==> config.mk <==
export PLATFORM = sky130hd
export DESIGN_NAME = alu_op_sequencer
export DESIGN_NICKNAME = d
export VERILOG_FILES = /design/src/rtl/alu_op_sequencer.sv
export SDC_FILE = /design/constraint.sdc
export NUM_CORES = 1
export LEC_CHECK = 0
export ABC_AREA = 1
export BUFFER_PORTS_ARGS = -buffer_cell sky130_fd_sc_hd__buf_2
export CORE_UTILIZATION = 45
export CTS_BUF_LIST = sky130_fd_sc_hd__clkbuf_4
export CTS_CLUSTER_DIAMETER = 60
export CTS_CLUSTER_SIZE = 20
export DETAILED_ROUTE_END_ITERATION = 6
export GPL_TIMING_DRIVEN = 0
export PLACE_DENSITY = 0.66
export SYNTH_ARGS = -nofsm -noshare
export SYNTH_HDL_FRONTEND = slang
export SYNTH_SLANG_ARGS = --single-unit
export TNS_END_PERCENT = 50
==> constraint.sdc <==
create_clock -name clk -period 1.57 [get_ports clk]
set_input_delay 0.157 -clock clk [delete_from_list [all_inputs] [get_ports clk]]
set_output_delay 0.157 -clock clk [all_outputs]
set_load 0.05 [all_outputs]
==> src/rtl/alu_op_sequencer.sv <==
// alu_op_sequencer: issue-side controller for the 4-bit combinational ALU.
// Snapshots operands at accept, lets the ALU settle for a cycle, then retires into regfile/flags.
module alu_op_sequencer #(
  parameter  int unsigned DATA_W = 4,
  parameter  int unsigned NREG   = 4,
  localparam int unsigned AW     = $clog2(NREG),
  localparam int unsigned OP_W   = 4
) (
  input  logic              clk,
  input  logic              rst_n,
  input  logic              instr_valid,
  output logic              instr_ready,
  input  logic [OP_W-1:0]   instr_op,
  input  logic              instr_ld,
  input  logic [AW-1:0]     instr_dst,
  input  logic [AW-1:0]     instr_sa,
  input  logic [AW-1:0]     instr_sb,
  input  logic              instr_imm_en,
  input  logic [DATA_W-1:0] instr_imm,
  output logic [DATA_W-1:0] alu_A,
  output logic [DATA_W-1:0] alu_B,
  output logic [OP_W-1:0]   alu_G_select,
  input  logic [DATA_W-1:0] alu_G,
  input  logic              alu_C,
  input  logic              alu_V,
  output logic              flag_C,
  output logic              flag_V,
  output logic              flag_Z,
  output logic              flag_N,
  output logic              done,
  output logic [DATA_W-1:0] result,
  input  logic [AW-1:0]     dbg_addr,
  output logic [DATA_W-1:0] dbg_data
);

  typedef enum logic [1:0] {
    S_IDLE    = 2'd0,
    S_DRIVE   = 2'd1,
    S_CAPTURE = 2'd2
  } state_e;

  typedef struct packed {
    logic              ld;
    logic [AW-1:0]     dst;
    logic [DATA_W-1:0] imm;
  } pend_t;

  typedef struct packed {
    logic c;
    logic v;
    logic z;
    logic n;
  } flags_t;

  state_e            state_q, state_d;
  pend_t             pend_q, pend_d;
  flags_t            flags_q, flags_d;
  logic [DATA_W-1:0] regs_q [NREG];
  logic [DATA_W-1:0] regs_d [NREG];
  logic [DATA_W-1:0] alu_a_q, alu_a_d;
  logic [DATA_W-1:0] alu_b_q, alu_b_d;
  logic [OP_W-1:0]   alu_sel_q, alu_sel_d;
  logic [DATA_W-1:0] result_q, result_d;
  logic              done_q, done_d;
  logic              accept_c;

  assign accept_c = instr_valid && (state_q == S_IDLE);

  // Next-state and datapath updates; operands are snapshotted at accept so dst may alias a source.
  always_comb begin
    state_d   = state_q;
    pend_d    = pend_q;
    flags_d   = flags_q;
    regs_d    = regs_q;
    alu_a_d   = alu_a_q;
    alu_b_d   = alu_b_q;
    alu_sel_d = alu_sel_q;
    result_d  = result_q;
    done_d    = 1'b0;
    unique case (state_q)
      S_IDLE: begin
        if (accept_c) begin
          state_d   = S_DRIVE;
          pend_d    = '{ld: instr_ld, dst: instr_dst, imm: instr_imm};
          alu_a_d   = regs_q[instr_sa];
          alu_b_d   = instr_imm_en ? instr_imm : regs_q[instr_sb];
          alu_sel_d = instr_op;
        end
      end
      S_DRIVE: state_d = S_CAPTURE;
      S_CAPTURE: begin
        state_d = S_IDLE;
        done_d  = 1'b1;
        if (pend_q.ld) begin
          regs_d[pend_q.dst] = pend_q.imm;
          result_d           = pend_q.imm;
        end else begin
          regs_d[pend_q.dst] = alu_G;
          result_d           = alu_G;
          flags_d            = '{c: alu_C, v: alu_V, z: (alu_G == '0), n: alu_G[DATA_W-1]};
        end
      end
      default: state_d = S_IDLE;
    endcase
  end

  // State register; reset aborts any in-flight instruction.
  always_ff @(posedge clk or negedge rst_n) begin
    if (!rst_n) begin
      state_q   <= S_IDLE;
      pend_q    <= '0;
      flags_q   <= '0;
      regs_q    <= '{default: '0};
      alu_a_q   <= '0;
      alu_b_q   <= '0;
      alu_sel_q <= '0;
      result_q  <= '0;
      done_q    <= 1'b0;
    end else begin
      state_q   <= state_d;
      pend_q    <= pend_d;
      flags_q   <= flags_d;
      regs_q    <= regs_d;
      alu_a_q   <= alu_a_d;
      alu_b_q   <= alu_b_d;
      alu_sel_q <= alu_sel_d;
      result_q  <= result_d;
      done_q    <= done_d;
    end
  end

  assign instr_ready  = (state_q == S_IDLE);
  assign alu_A        = alu_a_q;
  assign alu_B        = alu_b_q;
  assign alu_G_select = alu_sel_q;
  assign flag_C       = flags_q.c;
  assign flag_V       = flags_q.v;
  assign flag_Z       = flags_q.z;
  assign flag_N       = flags_q.n;
  assign done         = done_q;
  assign result       = result_q;
  assign dbg_data     = regs_q[dbg_addr];

endmodule
; Word-level counts from Yosys, hierarchy flattened
; Cells that the tools add are included.
[totals]
reg_bits = 46
latchBits = 0
ramBits = 0
rom_bits = 0
wordCells = 55
mem_count = 0
[op_classes]
n_addsub = 0
mul = 0
div = 0
n_lt_le_gt_ge = 5
eq_ne = 3
shifts = 0
mux = 19
bitwise_logic = 5
reduce_logical = 6
[ops]
columns = cell, n
row1 = $mux W4, 9
row2 = $bwmux W16, 2
row3 = $bmux W4 S2, 3
row4 = $mux W16, 1
row5 = $ge A3 B3 Y1 const B, 4
row6 = $not A2 Y3, 4
row7 = $demux W4 S2, 1
row8 = $logic_not A4 Y1, 1
row9 = $pmux W2 S2, 1
row10 = $reduce_and A2 Y1, 2
row11 = $lt A3 B1 Y1 const B, 1
row12 = $eq A2 B1 Y1 const B, 1
row13 = $eq A2 B2 Y1 const B, 1
row14 = $logic_and A1 B1 Y1, 2
row15 = $logic_not A2 Y1, 1
row16 = $mux W2, 1
row17 = $ne A2 B1 Y1 const B, 1
row18 = $mux W1, 1
row19 = $not A1 Y1, 1

; Longest topological paths before layout
; Gate-level depths: netlist of the first run.
[depth]
depth_word = 7
depth_mapped = 8
depth_no_buf = 7

; Least setup slack after synthesis of the first run
; OpenSTA, ideal clock, no wires.
[synth_timing]
path_type = register to register
startpoint = register state_q[1]
endpoint = register alu_a_q[0] (netlist: alu_A[0])
setup_ns = 0.118
arrival_ns = 1.396
t_required_ns = 1.452
path_slack_ns = 0.056
path_stages_with_launch = 6
path_buffers = 1
period_less_slack_ns = 1.514
cell_sequence = dfrtp_1 nor2_2 nand2_2 buf_4 nand2_1 nand2_1
[synth_between]
elab_chain_cells = 3
[synth_lines]
columns = item, line_no
row1 = from (decl), 55  ; state_e state_q, state_d;
row2 = from (signal assigned), 120  ; state_q <= state_d;
row3 = $logic_not A2 Y1 (*), --
row4 = named net instr_ready, 12  ; output logic instr_ready,
row5 = $logic_and A1 B1 Y1, 67  ; assign accept_c = instr_valid && (state_q == S_IDLE);
row6 = $reduce_and A2 Y1 (no line) (*), --
row7 = to (signal assigned), 124  ; alu_a_q <= alu_a_d;
row8 = to (decl), 60  ; logic [DATA_W-1:0] alu_a_q, alu_a_d;
; Mark *: on every way through the listed nets, which the timed path passes. The rest lies on a longest branch.
; A chain may end at the register's enable or synchronous reset.

; Worst setup path in the final report of the first run
[layout_timing]
startpoint = register regs_q[5] (netlist name)
endpoint = output port dbg_data[1]
[layout_between]
elab_chain_cells = 3
[layout_lines]
columns = item, line_no
row1 = from (decl), 58  ; logic [DATA_W-1:0] regs_q [NREG];
row2 = from (signal assigned), 123  ; regs_q <= regs_d;
row3 = $bmux W4 S2, 142  ; assign dbg_data = regs_q[dbg_addr];
row4 = $mux W4 (not written as such) (2 in series), 142
row5 = to (decl), 33  ; output logic [DATA_W-1:0] dbg_data
; Every way passes these cells. The select of a mux whose other input is x is not followed.

==> results of run 1 <==
-- registers in the layout, indices dropped and copies added, names as in the netlist --
| signal | flops |
|---|---|
| alu_A | 4 |
| alu_B | 4 |
| alu_G_select | 4 |
| done | 1 |
| flag_C | 1 |
| flag_N | 1 |
| flag_V | 1 |
| flag_Z | 1 |
| pend_q | 7 |
| regs_q | 16 |
| result | 4 |
| state_q | 2 |
-- per-stage QoR --
step	util, %	worst slack (ns)	cell area [um2]	hold slack (ns)	instances
after floorplan	-	0.0561	2270	-0.139	295
after global placement	54.4	0.235	2610	0.351	412
after detailed placement	54.4	0.215	2610	0.353	412
after CTS	58.0	0.0755	2780	0.00263	429
after global routing	58.0	0.00724	2780	0.0158	429
final	58.0	0.0938	2780	0.0195	429
-- repair_timing --
| item | CTS | global route |
|---|---|---|
| hold buffers | 9 | 0 |
| gates resized for setup | 0 | 0 |
| endpoints found under the hold margin | 54 | 0 |
-- worst reg2reg max path, delay by kind of cell, from the launching register on --
family,cells,cell delay (ns)
AOI/OAI and AO/OA,2,0.64
buffers and inverters,1,0.14
DFF,1,0.40
and+or+nand+nor,1,0.12
-- kinds of logic after synthesis --
| logic type | after synthesis |
|---|---|
| AO/OA/AOI/OAI | 48 |
| buffers and inverters | 43 |
| flip-flops | 46 |
| AND/OR/NAND/NOR | 158 |
-- worst paths after layout --
| path | to | slack (ns) | depth (start not counted) |
|---|---|---|---|
| worst max-delay path | dbg_data[1] | 0.09 | 3 |
| worst min-delay path | pend_q[6]$_DFFE_PN0P_ | 0.02 | 3 |
| worst max register to register | regs_q[7]$_DFFE_PN0P_ | 0.21 | 4 |
| worst min register to register | alu_G_select[0]$_DFFE_PN0P_ | 0.49 | 2 |
| max in group asynchronous | alu_G_select[1]$_DFFE_PN0P_ | 0.46 | 2 |
| min in group asynchronous | pend_q[3]$_DFFE_PN0P_ | 0.49 | 2 |
-- synth_stat cells --
library cell	instances
buf_4	1
dfrtp_1	46
buf_2	3
a31oi_1	1
inv_2	1
o21ai_0	34
o211ai_1	4
o22ai_1	4
nor2_1	11
nor3_4	2
nand2_1	125
nor2_2	1
a21oi_1	4
buf_6	3
inv_1	35
nand3_1	13
nor2_4	3
nand2_4	1
o21ai_1	1
nand2_2	2
-- cell usage in the layout, fill, tap and decap left out, types with 2 or more instances in the layout --
| cell | netlist | final |
|---|---|---|
| a21oi_1 | 4 | 4 |
| buf_2 | 3 | 53 |
| buf_6 | 3 | 3 |
| clkbuf_4 | 0 | 5 |
| clkinvlp_4 | 0 | 2 |
| dfrtp_1 | 46 | 46 |
| dlygate4sd3_1 | 0 | 9 |
| inv_1 | 35 | 35 |
| nand2_1 | 125 | 125 |
| nand2_2 | 2 | 2 |
| nand3_1 | 13 | 13 |
| nor2_1 | 11 | 11 |
| nor2_4 | 3 | 3 |
| nor3_4 | 2 | 2 |
| o211ai_1 | 4 | 4 |
| o21ai_0 | 34 | 34 |
| o22ai_1 | 4 | 4 |
-- final cells by class --
class | count | share of cell area (%)
Inverter | 36 | 4.86
Sequential cell | 46 | 41.4
Clock inverter | 3 | 1.62
Clock buffer | 5 | 1.35
Timing Repair Buffer | 59 | 12.3
Tap cell | 67 | 3.02
Multi-Input combinational cell | 206 | 33.4
Buffer | 7 | 2.03
-- power by group through the flow --
stage / clock [mW] / sequential [mW] / combinational, mW
final: 0.726 / 1.97 / 2.10
after global routing: 0.796 / 2.03 / 2.31
after CTS: 0.745 / 1.97 / 2.11
after detailed placement: 0 / 1.99 / 2.09
after global placement: 0 / 1.98 / 2.06
after floorplan: 0 / 2.58 / 0.930
-- metal layers --
| layer | track usage [%] | part of all wire, % | vias to the layer above |
|---|---|---|---|
| met5 | 0 | 0 | - |
| met1 | 30.3 | 47 | 938 |
| met3 | 4.01 | 4.4 | 10 |
| met2 | 33.8 | 46 | 58 |
| met4 | 9.80 | 2.6 | 0 |
| li1 | - | - | 1052 |
==> run metrics, run 1 <==
status=finished clean; Post-CTS Setup Bufs=0; post-synthesis adder-cell area fraction=0%; CTS Buf Count=5; sw frac=a little under half; global placer's final weighted congestion=roughly 0.88; number of routed nets with antenna violations=0; Slew headroom=33.2%; Final Power=4.79 mW; die area=about 5300 um2; Yosys top cell by area=dfrtp_1; Arr. time, crit path=between 1 and 1.5 ns; XOR/XNOR share of the synthesized area=0%; Overall Global Routing Usage=a little over a fifth; clk slew on worst S/H paths=0.15 ns; startpoint types=flip-flop; hold crit path type=in -> reg; GR Overflow Total=0; Final setup viols=0; critical path's top delay family=flip-flops; Synth Net Count=about 320; switching power=2.27 mW; Max Freq=between 600 and 700 MHz; share of layout cells above drive strength 1=just over 20%; flip-flop and latch count after synthesis=46; RR Startpoint=pend_q[6]$_DFFE_PN0P_; row cnt=25; fillers=between 400 and 500; crit share post-route=94.0%; DR WL/cell=between 10 and 15 um; Starting Density=between 40% and 50%; DR DRC count=0; DRT iter0 DRCs=139; syn_area_per_cell=approximately 7.7 um2; Static Leak=~1.5 nW; via count=roughly 2100; H-tree depth=2; Worst Max-Slew Pin Slew=about 1.0 ns; unrepaired setup endpoints after global routing=false; vias in the first global route=just under 2000; Post-Syn Instances=around 300; Detailed Place HPWL=3880 um; CP Launch Point=regs_q[5]$_DFFE_PN0P_; TritonCTS clock tree=built; pin count of the biggest net entering global routing=47; critical path data required time=1.41 ns; Multi-input gate area=about 930 um2; Routed WL=between 5000 and 6000 um; Die H=73.0 um; crit path max fanout=3; first-pass detailed-route iteration total=4; worst clock skew=between 0.015 and 0.02 ns; PD cells=between 1500 and 2000 nW/um2; Peak VDD IR=between 0.9 and 1 mV; Synth Area in Compound Gates=11.3%; Crit. End Element=primary output; worst-path cell chain=o21ai_0, o22ai_1, buf_2; CORE AREA=between 4000 and 5000 um2; sequential power share=between 40% and 50%; worst hold start=instr_ld; final-report hold violation count=0; slowest CP cell=dfrtp_1; Synth-to-Final Area Change=22.3%; CTS Sinks=46; Clock Power Share=between 10% and 20%; Pint=2.52 mW; global-route wire length before repair=around 8800 um; number of I/O pins=between 50 and 60; Buffers & Inverters on Critical Path=1; Comb pwr share=between 40% and 50%; clock latency on the worst-skew pair=0.36 ns; fin. max-slew vios=0; WS Path Type=reg -> out; post-synth top area share=50.7%; n_diodes=0; clock root cell=clkbuf_4; simple logic cell fraction of the synthesized area=between 20% and 30%; top cells by area, synth=dfrtp_1, nand2_1, o21ai_0; register area=~1200 um2; Final #Nets=388; library cells used by synthesis=20; largest family of logic cells by synthesized area=simple AND/OR/NAND/NOR gates; initial antenna violation count=0; minimum clock period=roughly 1.5 ns; register area share after synthesis=between 50% and 60%; Max clock buf depth=2; via/cell ratio=approximately 4.8; port bufs=50; CP peak stage delay=0.41 ns; mux share of post-synthesis cell area=0%; Synth warnings=0; setup_tns=0 ns; Mapped Area=~2300 um2; max_cap viols=0; Die W=between 70 and 80 um
No activity file was read; power rests on OpenSTA's default activity.
==> run 2, diff against run 1 <==
- PLACE_DENSITY: 0.66 -> 0.68
==> run metrics, run 2 (synthesis gave the netlist of run 1 again) <==
status=finished clean (unchanged); hold crit path type=in -> reg (unchanged); row cnt=25 (unchanged); Synth-to-Final Area Change=20.1% (was 22.3%); Final setup viols=0 (unchanged); GR Overflow Total=0 (unchanged); global placer's final weighted congestion=0.904 (was 0.879); clock latency on the worst-skew pair=0.35 ns (was 0.36 ns); Hold Worst Slack=0.00665 ns (was 0.0195 ns); sequential power share=43.8% (was 41.1%); unrepaired setup endpoints after global routing=false (unchanged); Final Cell Area=2730 um2 (was 2780 um2); Peak VDD IR=1.10 mV (was 0.981 mV); CORE AREA=4790 um2 (unchanged); most common cell after layout, fill and taps aside=nand2_1 (unchanged); Die H=73.0 um (unchanged); share of layout cells above drive strength 1=20.1% (was 20.7%); Layout Utilization=57.0% (was 58.0%); CP peak stage delay=0.48 ns (was 0.41 ns); DP Area=2610 um2 (unchanged); Die W=73.0 um (unchanged); Detailed Place HPWL=3870 um (was 3880 um); Starting Density=47.5% (unchanged); Post-Place Setup Slack=0.178 ns (was 0.215 ns); initial antenna violation count=0 (unchanged); clk slew on worst S/H paths=0.12 ns (was 0.15 ns); Final #Nets=387 (was 388); final std cells w/o fill=426 (was 429); Largest register FFs=16 (unchanged); worst-path cell chain=nor2_1, o22ai_1, buf_2 (was o21ai_0, o22ai_1, buf_2); via/cell ratio=4.85 (was 4.80); Max Freq=685 MHz (was 677 MHz); sw frac=49.2% (was 47.4%); total placed cells including tap cells=412 (unchanged); fillers=472 (was 480); Crit. End Element=primary output (unchanged); crit share post-route=93.1% (was 94.0%); critical path data required time=1.41 ns (about the same); clock root cell=clkbuf_4 (unchanged); DRT iter0 DRCs=113 (was 139); final-report hold violation count=0 (unchanged); fin. max-slew vios=0 (unchanged); Pint=2.34 mW (was 2.52 mW); Worst Max-Slew Pin Slew=1.01 ns (was 1.00 ns); Max clock buf depth=2 (unchanged); number of routed nets with antenna violations=0 (unchanged); PnR worst setup slack=0.109 ns (was 0.0938 ns); CTS Buf Count=5 (unchanged); PD cells=1690 nW/um2 (was 1720 nW/um2); vias in the first global route=1917 (was 1948); Clock Power Share=10.8% (was 15.2%); DR DRC count=0 (unchanged); die area=5330 um2 (unchanged); pin count of the biggest net entering global routing=47 (unchanged); Arr. time, crit path=1.30 ns (was 1.32 ns); H-tree depth=2 (unchanged); Static Leak=1.47 nW (was 1.48 nW); worst clock skew=0.0107 ns (was 0.0171 ns); number of I/O pins=53 (unchanged); DR WL/cell=12.4 um (was 12.3 um); CTS Sinks=46 (unchanged); crit path max fanout=4 (was 3); max_cap viols=0 (unchanged); port bufs=50 (unchanged); n_diodes=0 (unchanged); Slew headroom=32.7% (was 33.2%); commonest cells after routing, fill and taps aside=nand2_1, buf_2, dfrtp_1 (unchanged); first-pass detailed-route iteration total=4 (unchanged); Buffers & Inverters on Critical Path=1 (unchanged); Overall Global Routing Usage=22.2% (was 22.0%); via count=2067 (was 2058); WS Path Type=reg -> out (unchanged); setup_tns=0 ns (unchanged); switching power=2.26 mW (was 2.27 mW); register area=1150 um2 (unchanged); startpoint types=flip-flop (unchanged); global-route wire length before repair=8800 um (was 8830 um); Comb pwr share=45.3% (was 43.8%); Biggest register=regs_q (unchanged); TritonCTS clock tree=built (unchanged); Multi-input gate area=928 um2 (unchanged); slowest CP cell=dfrtp_1 (unchanged); critical path's top delay family=flip-flops (unchanged); Top Registers=regs_q x16, pend_q x7 (unchanged); Post-CTS Setup Bufs=0 (unchanged); Routed WL=5290 um (was 5300 um); minimum clock period=1.46 ns (was 1.48 ns); Final Power=4.60 mW (was 4.79 mW)
[run 2: path summary, 6_finish.rpt]
check	from	slack, ns	cells after the start	to
hold reg to reg	alu_B[1]$_DFFE_PN0P_	0.48	2	alu_B[1]$_DFFE_PN0P_
min in group asynchronous	rst_n	0.50	2	pend_q[2]$_DFFE_PN0P_
hold / removal	instr_dst[1]	0.007	3	pend_q[5]$_DFFE_PN0P_
max in group asynchronous	rst_n	0.45	2	regs_q[6]$_DFFE_PN0P_
setup reg to reg	pend_q[6]$_DFFE_PN0P_	0.20	4	regs_q[4]$_DFFE_PN0P_
setup / recovery	regs_q[13]$_DFFE_PN0P_	0.11	3	dbg_data[1]
[run 2: layout make-up]
| class | count | share of cell area, % |
|---|---|---|
| Sequential cell | 46 | 42.2 |
| Multi-Input combinational cell | 206 | 34.1 |
| Timing Repair Buffer | 58 | 12.1 |
| Inverter | 36 | 4.96 |
| Tap cell | 67 | 3.07 |
| Buffer | 7 | 2.07 |
| Clock buffer | 5 | 1.38 |
| Clock inverter | 1 | 0.138 |
[run 2: timing repair]
item / 4_1_cts / 5_1_grt
endpoints found under the setup margin: 0 / 1
gates resized for setup: 0 / 1
hold endpoints to repair: 43 / 0
hold buffers: 8 / 0
[run 2: tightest hold or removal path, cell delays in order]
cell and delay (ns):
buf_2 0.08, nand2_1 0.04, nand2_1 0.05
[run 2: power by group through the flow]
stage               clock network [mW]  registers, mW  logic, mW
floorplan                            0           2.58      0.930
global placement                     0           2.02       2.06
detailed placement                   0           2.03       2.08
CTS                              0.512           2.01       2.10
global route                     0.567           2.06       2.29
finish                           0.499           2.02       2.08
[run 2: per-layer routing]
layer	wire length, um	GRT usage, %	share of wire (%)	up-vias
li1	-	-	-	1055
met1	2510	29.3	48	937
met2	2400	35.2	45	64
met3	278	5.25	5.3	11
met4	96	8.71	1.8	0
met5	0	0	0	-
==> run 3, diff against run 2 <==
- PLACE_DENSITY: 0.68 -> 0.7
- clock period: 1.57 -> 1.2 ns (I/O delays scaled with it)
==> run metrics, run 3 (synthesis gave the netlist of run 1 again) <==
PnR worst setup slack=-0.164 ns (was 0.109 ns); initial antenna violation count=0 (unchanged); Overall Global Routing Usage=21.9% (was 22.2%); critical path's top delay family=flip-flops (unchanged); number of routed nets with antenna violations=0 (unchanged); via/cell ratio=4.91 (was 4.85); switching power=3.13 mW (was 2.26 mW); unrepaired setup endpoints after global routing=true (was false); Max Freq=between 700 and 800 MHz; via count=2159 (was 2067); port bufs=50 (unchanged); Static Leak=1.54 nW (was 1.47 nW); minimum clock period=about 1.4 ns; Top Registers=regs_q x16, pend_q x7 (unchanged); Biggest register=regs_q (unchanged); slowest CP cell=dfrtp_1 (unchanged); hold crit path type=in -> async (was in -> reg); clock latency on the worst-skew pair=0.37 ns (was 0.35 ns); commonest cells after routing, fill and taps aside=nand2_1, buf_2, dfrtp_1 (unchanged); worst-path cell chain=o21ai_1, o22ai_1, buf_4 (was nor2_1, o22ai_1, buf_2); row cnt=25 (unchanged); sequential power share=40.9% (was 43.8%); crit path max fanout=3 (was 4); status=complete, but fails checks (was finished clean); sw frac=48.7% (was 49.2%); Crit. End Element=primary output (unchanged); vias in the first global route=1956 (was 1917); PD cells=2200 nW/um2 (was 1690 nW/um2); Buffers & Inverters on Critical Path=1 (unchanged); Post-Place Setup Slack=-0.231 ns (was 0.178 ns); startpoint types=flip-flop (unchanged); Detailed Place HPWL=3890 um (was 3870 um); DR WL/cell=12.7 um (was 12.4 um); TritonCTS clock tree=built (unchanged); first-pass detailed-route iteration total=5 (was 4); clk slew on worst S/H paths=0.14 ns (was 0.12 ns); crit share post-route=114%; CTS Sinks=46 (unchanged); Peak VDD IR=1.36 mV (was 1.10 mV); clock root cell=clkbuf_4 (unchanged); Die H=73.0 um (unchanged); n_diodes=0 (unchanged); fin. max-slew vios=0 (unchanged); DR DRC count=0 (unchanged); global-route wire length before repair=8680 um (was 8800 um); cts hold-fix bufs=10 (was 8); DRT iter0 DRCs=103 (was 113); die area=5330 um2 (unchanged); Slew headroom=33.0% (was 32.7%); max_cap viols=0 (unchanged); worst clock skew=0.0173 ns (was 0.0107 ns); most common cell after layout, fill and taps aside=nand2_1 (unchanged); share of layout cells above drive strength 1=24.9% (was 20.1%); CP Launch Point=regs_q[7]$_DFFE_PN0P_ (was regs_q[13]$_DFFE_PN0P_); Starting Density=47.5% (unchanged); Largest register FFs=16 (unchanged); CORE AREA=4790 um2 (unchanged); RR Startpoint=state_q[0]$_DFFE_PN0P_ (was pend_q[6]$_DFFE_PN0P_); Die W=73.0 um (unchanged); pin count of the biggest net entering global routing=47 (unchanged); WS Path Type=reg -> out (unchanged); CTS Buf Count=5 (unchanged); Synth-to-Final Area Change=28.7% (was 20.1%); Routed WL=5570 um (was 5290 um); Hold Worst Slack=-0.0966 ns (was 0.00665 ns); Final setup viols=6 (was 0); Final #Nets=399 (was 387); H-tree depth=2 (unchanged); final-report hold violation count=46 (was 0); Pint=3.29 mW (was 2.34 mW); CP peak stage delay=0.44 ns (was 0.48 ns); Max clock buf depth=2 (unchanged); Clock Power Share=11.2% (was 10.8%); critical path data required time=1.08 ns (was 1.41 ns); Comb pwr share=47.9% (was 45.3%); failing checks=negative hold slack, negative setup slack; number of I/O pins=53 (unchanged); Arr. time, crit path=1.24 ns (was 1.30 ns); global placer's final weighted congestion=0.920 (was 0.904); GR Overflow Total=0 (unchanged); Worst Max-Slew Pin Slew=1.00 ns (was 1.01 ns)
run 3: changes by cell type in the layout (fill, tap and decap cells not counted), moves of 2 or more:
cell / delta
o21ai_0: -14
o21ai_1: +11
buf_4: +10
buf_2: -5
buf_6: +4
dfrtp_1: -3
dfrtp_2: +3
o21ai_2: +3
dlygate4sd3_1: +2
inv_1: -2
nand2_8: +2
run 3: routing by layer:
layer  track usage [%]  wire (um)  vias to the layer above
li1                  -          -                     1079
met5                 0          0                        -
met1              28.8       2450                      982
met4              11.5        202                        0
met3              3.87        295                       20
met2              34.8       2620                       78
run 3: final cells by class:
| cell class | instances | area, um2 |
|---|---|---|
| inverters | 36 | 143 |
| fillers | 445 | 1860 |
| flip-flops and latches | 46 | 1150 |
| repair buffers | 69 | 442 |
| plain buffers | 7 | 60.1 |
| well taps | 67 | 83.8 |
| clock inverters | 3 | 16.3 |
| multi-input cells | 207 | 985 |
| clock buffers | 5 | 37.5 |
run 3: power by group through the flow:
stage / clock network (mW) / registers [mW] / logic [mW]
4_1_cts: 0.733 / 2.60 / 3.00
2_1_floorplan: 0 / 3.37 / 1.24
3_3_place_gp: 0 / 2.63 / 2.73
5_1_grt: 0.773 / 2.68 / 3.34
6_report: 0.721 / 2.62 / 3.07
3_5_place_dp: 0 / 2.64 / 2.76
run 3: final timing paths:
path | depth (start not counted) | endpoint | slack [ns]
worst min-delay path | 1 | regs_q[0]$_DFFE_PN0P_ | -0.1
worst min register to register | 2 | alu_B[1]$_DFFE_PN0P_ | 0.48
min in group clk | 3 | pend_q[1]$_DFFE_PN0P_ | 0.02
worst max-delay path | 3 | dbg_data[3] | -0.16
max in group asynchronous | 1 | regs_q[13]$_DFFE_PN0P_ | 0.60
worst max register to register | 5 | regs_q[9]$_DFFE_PN0P_ | -0.02
run 3: stage by stage:
step                power [mW]  utilization, %  std cells  instance area [um2]  TNS [ns]
floorplan                 4.61               -        295                 2290     -1.53
global placement          5.36            54.8        412                 2630     -2.67
detailed placement        5.40            54.8        412                 2630     -2.64
CTS                       6.33            59.5        435                 2850    -0.711
global route              6.80            61.0        440                 2920     -1.39
finish                    6.41            61.0        440                 2920    -0.699
run 3: timing repair:
| action | CTS | global route |
|---|---|---|
| setup buffers | 5 | 4 |
| gates cloned | 0 | 1 |
| endpoints found under the hold margin | 56 | 37 |
| gates resized for setup | 17 | 17 |
| endpoints found under the setup margin | 21 | 25 |
| pin swaps | 1 | 9 |
run 3: worst register-to-register path: cells and delay by family (launching register included):
| family | cells | cell delay (ns) |
|---|---|---|
| buf+inv | 1 | 0.09 |
| flops | 1 | 0.47 |
| compound gates | 1 | 0.10 |
| simple gates | 3 | 0.48 |
